==> src/rtl/eth_pcs_rx_block_sync_if.sv <==
// eth_pcs_rx_block_sync_if: header stream from the RX gearbox plus lock/BER status
// towards the descrambler/decoder and management.
interface eth_pcs_rx_block_sync_if #(
    parameter int W_SYNC    = 2,
    parameter int W_ERR_CNT = 8
);
    logic                 i_clk_en;
    logic                 i_hdr_valid;
    logic [W_SYNC-1:0]    i_hdr;
    logic                 i_clr_cnt;
    logic                 o_slip;
    logic                 o_block_lock;
    logic                 o_hi_ber;
    logic                 o_rx_ok;
    logic [W_ERR_CNT-1:0] o_err_cnt;
    modport master (
        output i_clk_en, i_hdr_valid, i_hdr, i_clr_cnt,
        input  o_slip, o_block_lock, o_hi_ber, o_rx_ok, o_err_cnt
    );
    modport slave (
        input  i_clk_en, i_hdr_valid, i_hdr, i_clr_cnt,
        output o_slip, o_block_lock, o_hi_ber, o_rx_ok, o_err_cnt
    );
endinterface

==> src/rtl/eth_pcs_rx_block_sync.sv <==
// eth_pcs_rx_block_sync: 10GBASE-R sync-header block lock, bit-slip request,
// high-BER monitor and saturating invalid-header counter.
module eth_pcs_rx_block_sync #(
    parameter int LOCK_CNT   = 64,
    parameter int BAD_SH_MAX = 16,
    parameter int SLIP_WAIT  = 4,
    parameter int BER_TIMER  = 19531,
    parameter int BER_THRESH = 16,
    parameter int W_ERR_CNT  = 8
) (
    input logic                    i_clk,
    input logic                    i_reset,
    eth_pcs_rx_block_sync_if.slave pcs
);
    localparam int SW = $clog2(LOCK_CNT + 1);
    localparam int BW = $clog2(BAD_SH_MAX + 1);
    localparam int WW = $clog2(SLIP_WAIT + 1);
    localparam int TW = $clog2(BER_TIMER + 1);
    localparam int CW = $clog2(BER_THRESH + 1);
    localparam logic [SW-1:0] SH_LAST   = SW'(LOCK_CNT);
    localparam logic [BW-1:0] BAD_LAST  = BW'(BAD_SH_MAX);
    localparam logic [WW-1:0] WAIT_LAST = WW'(SLIP_WAIT);
    localparam logic [TW-1:0] T_LAST    = TW'(BER_TIMER - 1);
    localparam logic [CW-1:0] C_MAX     = CW'(BER_THRESH);

    typedef enum logic [1:0] {S_HUNT, S_LOCKED, S_SLIP_WAIT} state_t;

    state_t               state_q, state_d;
    logic [SW-1:0]        sh_cnt_q, sh_cnt_d;
    logic [BW-1:0]        bad_cnt_q, bad_cnt_d;
    logic [WW-1:0]        wait_cnt_q, wait_cnt_d;
    logic [TW-1:0]        ber_timer_q, ber_timer_d;
    logic [CW-1:0]        ber_cnt_q, ber_cnt_d;
    logic [W_ERR_CNT-1:0] err_cnt_q, err_cnt_d;
    logic                 slip_q, slip_d, lock_q, lock_d, hi_ber_q, hi_ber_d, rx_ok_q, rx_ok_d;

    logic          hdr_q, hdr_bad, ber_wrap, ber_hit;
    logic [SW-1:0] sh_inc;
    logic [BW-1:0] bad_inc;
    logic [WW-1:0] wait_inc;

    assign hdr_q    = pcs.i_clk_en & pcs.i_hdr_valid;
    assign hdr_bad  = hdr_q & ~^pcs.i_hdr;
    assign sh_inc   = sh_cnt_q + 1'b1;
    assign bad_inc  = bad_cnt_q + BW'(hdr_bad);
    assign wait_inc = wait_cnt_q + 1'b1;
    assign ber_wrap = pcs.i_clk_en & (ber_timer_q == T_LAST);
    assign ber_hit  = hdr_bad & lock_q;

    always_comb begin
        state_d    = state_q;
        sh_cnt_d   = sh_cnt_q;
        bad_cnt_d  = bad_cnt_q;
        wait_cnt_d = wait_cnt_q;
        lock_d     = lock_q;
        slip_d     = 1'b0;
        if (hdr_q) begin
            case (state_q)
                S_HUNT: begin
                    if (hdr_bad) begin
                        slip_d   = 1'b1;
                        sh_cnt_d = '0;
                        state_d  = S_SLIP_WAIT;
                    end else if (sh_inc == SH_LAST) begin
                        lock_d   = 1'b1;
                        sh_cnt_d = '0;
                        state_d  = S_LOCKED;
                    end else begin
                        sh_cnt_d = sh_inc;
                    end
                end
                // loss of lock is tested first so it wins over a same-cycle window end
                S_LOCKED: begin
                    sh_cnt_d  = (bad_inc == BAD_LAST || sh_inc == SH_LAST) ? '0 : sh_inc;
                    bad_cnt_d = (bad_inc == BAD_LAST || sh_inc == SH_LAST) ? '0 : bad_inc;
                    if (bad_inc == BAD_LAST) begin
                        lock_d  = 1'b0;
                        slip_d  = 1'b1;
                        state_d = S_SLIP_WAIT;
                    end
                end
                default: begin
                    wait_cnt_d = (wait_inc == WAIT_LAST) ? '0 : wait_inc;
                    state_d    = (wait_inc == WAIT_LAST) ? S_HUNT : S_SLIP_WAIT;
                end
            endcase
        end
    end

    // errors on the wrap cycle itself open the next BER window
    always_comb begin
        ber_timer_d = !pcs.i_clk_en ? ber_timer_q : ber_wrap ? '0 : ber_timer_q + 1'b1;
        ber_cnt_d   = ber_wrap ? CW'(ber_hit) :
                      (ber_hit && ber_cnt_q != C_MAX) ? ber_cnt_q + 1'b1 : ber_cnt_q;
        hi_ber_d    = ber_wrap ? (ber_cnt_q == C_MAX) : (hi_ber_q || ber_cnt_d == C_MAX);
        err_cnt_d   = (pcs.i_clk_en && pcs.i_clr_cnt) ? '0 :
                      (hdr_bad && !(&err_cnt_q)) ? err_cnt_q + 1'b1 : err_cnt_q;
        rx_ok_d     = lock_d & ~hi_ber_d;
    end

    always_ff @(posedge i_clk or posedge i_reset) begin
        if (i_reset) begin
            state_q     <= S_HUNT;
            sh_cnt_q    <= '0;
            bad_cnt_q   <= '0;
            wait_cnt_q  <= '0;
            ber_timer_q <= '0;
            ber_cnt_q   <= '0;
            err_cnt_q   <= '0;
            slip_q      <= 1'b0;
            lock_q      <= 1'b0;
            hi_ber_q    <= 1'b0;
            rx_ok_q     <= 1'b0;
        end else begin
            state_q     <= state_d;
            sh_cnt_q    <= sh_cnt_d;
            bad_cnt_q   <= bad_cnt_d;
            wait_cnt_q  <= wait_cnt_d;
            ber_timer_q <= ber_timer_d;
            ber_cnt_q   <= ber_cnt_d;
            err_cnt_q   <= err_cnt_d;
            slip_q      <= slip_d;
            lock_q      <= lock_d;
            hi_ber_q    <= hi_ber_d;
            rx_ok_q     <= rx_ok_d;
        end
    end

    assign pcs.o_slip       = slip_q;
    assign pcs.o_block_lock = lock_q;
    assign pcs.o_hi_ber     = hi_ber_q;
    assign pcs.o_rx_ok      = rx_ok_q;
    assign pcs.o_err_cnt    = err_cnt_q;
endmodule

==> src/flat_wrapper.sv <==
// flat-port wrapper written by rule: the top's interface ports become plain ports
module eth_pcs_rx_block_sync_flat 
#(
    parameter int LOCK_CNT   = 64,
    parameter int BAD_SH_MAX = 16,
    parameter int SLIP_WAIT  = 4,
    parameter int BER_TIMER  = 19531,
    parameter int BER_THRESH = 16,
    parameter int W_ERR_CNT  = 8
)
  (i_clk, i_reset, pcs_i_clk_en, pcs_i_hdr_valid, pcs_i_hdr, pcs_i_clr_cnt, pcs_o_slip, pcs_o_block_lock, pcs_o_hi_ber, pcs_o_rx_ok, pcs_o_err_cnt);
  eth_pcs_rx_block_sync_if #(.W_SYNC(2), .W_ERR_CNT(W_ERR_CNT)) pcs_i ();
  input logic i_clk;
  input logic i_reset;
  input wire logic [$bits(pcs_i.i_clk_en)-1:0] pcs_i_clk_en;
  input wire logic [$bits(pcs_i.i_hdr_valid)-1:0] pcs_i_hdr_valid;
  input wire logic [$bits(pcs_i.i_hdr)-1:0] pcs_i_hdr;
  input wire logic [$bits(pcs_i.i_clr_cnt)-1:0] pcs_i_clr_cnt;
  output wire logic [$bits(pcs_i.o_slip)-1:0] pcs_o_slip;
  output wire logic [$bits(pcs_i.o_block_lock)-1:0] pcs_o_block_lock;
  output wire logic [$bits(pcs_i.o_hi_ber)-1:0] pcs_o_hi_ber;
  output wire logic [$bits(pcs_i.o_rx_ok)-1:0] pcs_o_rx_ok;
  output wire logic [$bits(pcs_i.o_err_cnt)-1:0] pcs_o_err_cnt;
  assign pcs_i.i_clk_en = pcs_i_clk_en;
  assign pcs_i.i_hdr_valid = pcs_i_hdr_valid;
  assign pcs_i.i_hdr = pcs_i_hdr;
  assign pcs_i.i_clr_cnt = pcs_i_clr_cnt;
  assign pcs_o_slip = pcs_i.o_slip;
  assign pcs_o_block_lock = pcs_i.o_block_lock;
  assign pcs_o_hi_ber = pcs_i.o_hi_ber;
  assign pcs_o_rx_ok = pcs_i.o_rx_ok;
  assign pcs_o_err_cnt = pcs_i.o_err_cnt;
  eth_pcs_rx_block_sync #(.LOCK_CNT(LOCK_CNT), .BAD_SH_MAX(BAD_SH_MAX), .SLIP_WAIT(SLIP_WAIT), .BER_TIMER(BER_TIMER), .BER_THRESH(BER_THRESH), .W_ERR_CNT(W_ERR_CNT)) u_core (.i_clk(i_clk), .i_reset(i_reset), .pcs(pcs_i));
endmodule
==> config.mk <==
export PLATFORM = sky130hd
export DESIGN_NAME = eth_pcs_rx_block_sync_flat
export DESIGN_NICKNAME = d
export VERILOG_FILES = /design/src/rtl/eth_pcs_rx_block_sync_if.sv /design/src/rtl/eth_pcs_rx_block_sync.sv /design/src/flat_wrapper.sv
export SDC_FILE = /design/constraint.sdc
export NUM_CORES = 1
export LEC_CHECK = 0
export CORE_MARGIN = 8
export CORE_UTILIZATION = 45
export CTS_BUF_LIST = sky130_fd_sc_hd__clkbuf_4
export CTS_CLUSTER_DIAMETER = 120
export DETAILED_ROUTE_END_ITERATION = 8
export PLACE_DENSITY = 0.67
export SLEW_MARGIN = 20
export SYNTH_ARGS = -nofsm -noshare
export SYNTH_HDL_FRONTEND = slang
export SYNTH_SLANG_ARGS = --single-unit
==> constraint.sdc <==
create_clock -name i_clk -period 2.31 [get_ports i_clk]
set_input_delay 0.231 -clock i_clk [delete_from_list [all_inputs] [get_ports i_clk]]
set_output_delay 0.231 -clock i_clk [all_outputs]
set_load 0.05 [all_outputs]
==> key figures <==
Global routing
  – First-pass GRT wire length: 9080 µm
  – Vias in the first global route: 1978
  – Total Routing Usage GR: 12.9%
  – Initial antenna violation count: 0
  – Global route total overflow: 0
  – Pin count of the biggest net entering global routing: 21

Timing
  – Max Slew Vio Count: 0
  – Clk_skew: 6.92 ps
  – Relative slew slack: 65.5%
  – RSZ-0062 raised after global routing: false
  – Post-layout min period: 2160 ps
  – Tcrit/Tclk final: 93.6%
  – F_max: 0.463 GHz
  – Final setup violation count: 0
  – Final hold vios: 0
  – Worst slew pin tran: 515 ps
  – Worst setup margin: 148 ps

Critical path
  – Setup crit end kind: register
  – Worst-path fanout max: 5
  – WP data arrival: 2420 ps
  – Crit Path Class: input port to register
  – Worst path max stage delay: 450 ps
  – Critical path launch point type: input port
  – CP bufs+invs: 2
  – Critical-path cell list: clkdlybuf4s50_1 -> and2_1 -> and2_1 -> ha_1 -> ha_1 -> nor2_1 -> nand3_1 -> o21ai_2 -> buf_4 -> nor2_1 -> a21oi_2 -> nor2_1
  – WP data required: 2570 ps
  – Top delay family on crit path: simple AND/OR/NAND/NOR gates
  – Cell mode on critical path: nor2_1
  – Slowest CP cell: clkdlybuf4s50_1

Power
  – Max rail drop VDD: 0.327 mV
  – Static Leak: 0.00135 µW
  – Power per standard cell area: 615 nW/µm²

Floorplan
  – Initial Util: 46.6%
  – Core Region: 5540 µm²
  – Die X: 91.8 µm
  – Die ar.: 8420 µm²
  – Die Ht: 91.8 µm
  – # IOs: 19
  – Row cnt: 27

CTS
  – TritonCTS clock tree: yes
  – Clock tree sinks: 49
  – Clk root buf: clkbuf_4
  – Clk slew on worst S/H paths: 130 ps
  – Worst skew pair latency: 350 ps
  – CTS H-tree lvls: 2
  – Clock Tree Buf Depth: 2
  – Total clock buffers created by CTS: 5

Finish
  – Area grow syn2layout: 15.5%
  – Nets: 318
  – Share of cells above drive strength 1: 11.0%
  – N_diodes: 0
  – Final non-filler cell area: 2990 µm²
  – Fillers: 523
  – Final std cells w/o fill: 371

Placement
  – Worst slack, placed: -304 ps
  – Post-DP HPWL: 3790 µm
  – Placer Congestion: 0.816
  – Placed Instances: 365
  – Cell Area, Placed: 2920 µm²
  – Buffers added on ports: 18

Detailed routing
  – Final WL: 5070 µm
  – Post-route DRC: 0
  – DRT iter0 DRCs: 79
  – Vias: 1994
  – WL per Instance: 13.7 µm
  – TritonRoute pass-1 iters: 4
  – Post-route ant nets: 0
  – Vias/cell: 5.37

Run
  – Max cap viols: 0

Hold path
  – Hold Path Class: input port to async pin

Synth
  – Register area share after synthesis: 47.5%
  – Post-synthesis async set-or-reset flop share: 100%
  – Post-Syn Instances: 268
  – Mapped Nets: 286
  – Mapped Area: 2580 µm²
  – Syn Area/Cell: 9.64 µm²
  – Synth Flop Type: dfrtp_1
  – Ys Warns: 0
  – FF+latch count, synth: 49
  – Number of synthesized flops with an enable pin: 0
  – Yosys cell types: 42

Run status
  – Status: complete, no violations
==> power by group <==
part           switching [µW]  internal (µW)
logic                     191            180
registers                 139            968
clock network             252            106
==> timing repair <==
action / 4_1_cts / 5_1_grt
buffers inserted: 0 / 0
resized for setup: 0 / 4
hold buffers: 0 / 0
endpoints found under the setup margin: 0 / 7
hold endpoints to repair: 0 / 0
==> flip-flops by register name, indices dropped and copies added, names as in the netlist <==
name / cells
u_core.pcs.o_rx_ok: 1
u_core.wait_cnt_q: 3
u_core.sh_cnt_q: 7
u_core.bad_cnt_q: 5
u_core.state_q: 2
u_core.ber_cnt_q: 5
u_core.pcs.o_slip: 1
u_core.pcs.o_hi_ber: 1
u_core.pcs.o_err_cnt: 8
u_core.pcs.o_block_lock: 1
u_core.ber_timer_q: 15
==> through the flow <==
step	hold slack [ps]	setup TNS [ps]	total power, µW	util, %
2_1_floorplan	456	0	1360	-
3_5_place_dp	495	-2530	1490	52.8
6_report	158	0	1840	53.9
5_1_grt	171	0	1960	53.9
4_1_cts	159	0	1850	53.5
3_3_place_gp	478	-1760	1480	52.8
==> cell families after synthesis <==
group	after synthesis	share of synthesized area, %
buffers and inverters	13	1.99
DFF	49	47.5
muxes	7	2.95
adders and majority gates	11	5.33
xor gates and xnor gates	26	9.10
and+or+nand+nor	126	24.2
AOI/OAI and AO/OA	36	8.96
==> area by class of cell <==
| class | count | area, µm² | area share [%] |
|---|---|---|---|
| Inverter | 8 | 30.0 | 1.01 |
| Sequential cell | 49 | 1230 | 41.1 |
| Clock inverter | 1 | 5.00 | 0.168 |
| Multi-Input combinational cell | 206 | 1330 | 44.4 |
| Clock buffer | 5 | 37.5 | 1.26 |
| Tap cell | 72 | 90.1 | 3.02 |
| Timing Repair Buffer | 30 | 270 | 9.05 |
==> worst reg2reg max path, cell delays in order, from the launching register on <==
cell	delay [ps]
dfrtp_1	450
or4b_4	570
nor3_4	210
mux2_2	360
a41o_1	250
a211oi_2	160
==> layer usage <==
metal / up-vias / GRT usage [%] / wire length (µm)
met5: - / 0 / 0
met4: 0 / 4.03 / 58
met3: 6 / 3.42 / 189
met2: 29 / 20.2 / 2260
met1: 959 / 16.9 / 2570
li1: 1000 / - / -
==> cell usage in the layout (no fill, tap or decap), types with 2 or more instances in the layout <==
cell,netlist,layout
dfrtp_1,49,49
nor2_1,34,34
nand2_1,31,31
nand3_1,21,21
clkdlybuf4s50_1,0,18
xor2_1,13,13
o21ai_0,12,12
xnor2_1,12,12
buf_4,0,12
ha_1,11,11
nand4_1,10,10
a21oi_1,8,7
and3_1,7,7
inv_1,8,7
nor3_1,6,6
and2_1,5,5
mux2_2,5,5
clkbuf_4,0,5
or3_1,2,2
nor2b_1,2,2
o41ai_1,2,2
a21o_1,2,2
mux2i_1,2,2
o31ai_1,2,2
==> Yosys cell counts (5+ instances only) <==
cell      n  area share (%)
nand4_1  10             2.4
nand2_1  31             4.5
xor2_1   13             4.4
a21oi_1   8             1.5
ha_1     11             5.3
inv_1     8             1.2
nand3_1  21             4.1
dfrtp_1  49              47
mux2_2    5             2.2
xnor2_1  12             4.1
and2_1    5             1.2
and3_1    7             1.7
nor3_1    6             1.2
nor2_1   34             4.9
o21ai_0  12             2.3
==> worst paths after layout <==
| kind | from | endpoint | slack [ps] | cells after the start |
|---|---|---|---|---|
| worst max-delay path | pcs_i_hdr_valid | u_core.sh_cnt_q[5] | 150 | 12 |
| max in group asynchronous | i_reset | u_core.ber_cnt_q[2] | 1590 | 3 |
| min in group i_clk | u_core.bad_cnt_q[0] | u_core.bad_cnt_q[0] | 520 | 2 |
| worst min-delay path | i_reset | u_core.ber_timer_q[12] | 160 | 2 |
| worst min register to register | u_core.bad_cnt_q[0] | u_core.bad_cnt_q[0] | 520 | 2 |
| worst max register to register | u_core.ber_timer_q[12] | u_core.pcs.o_rx_ok | 230 | 5 |
No activity file was read; power rests on OpenSTA's default activity.
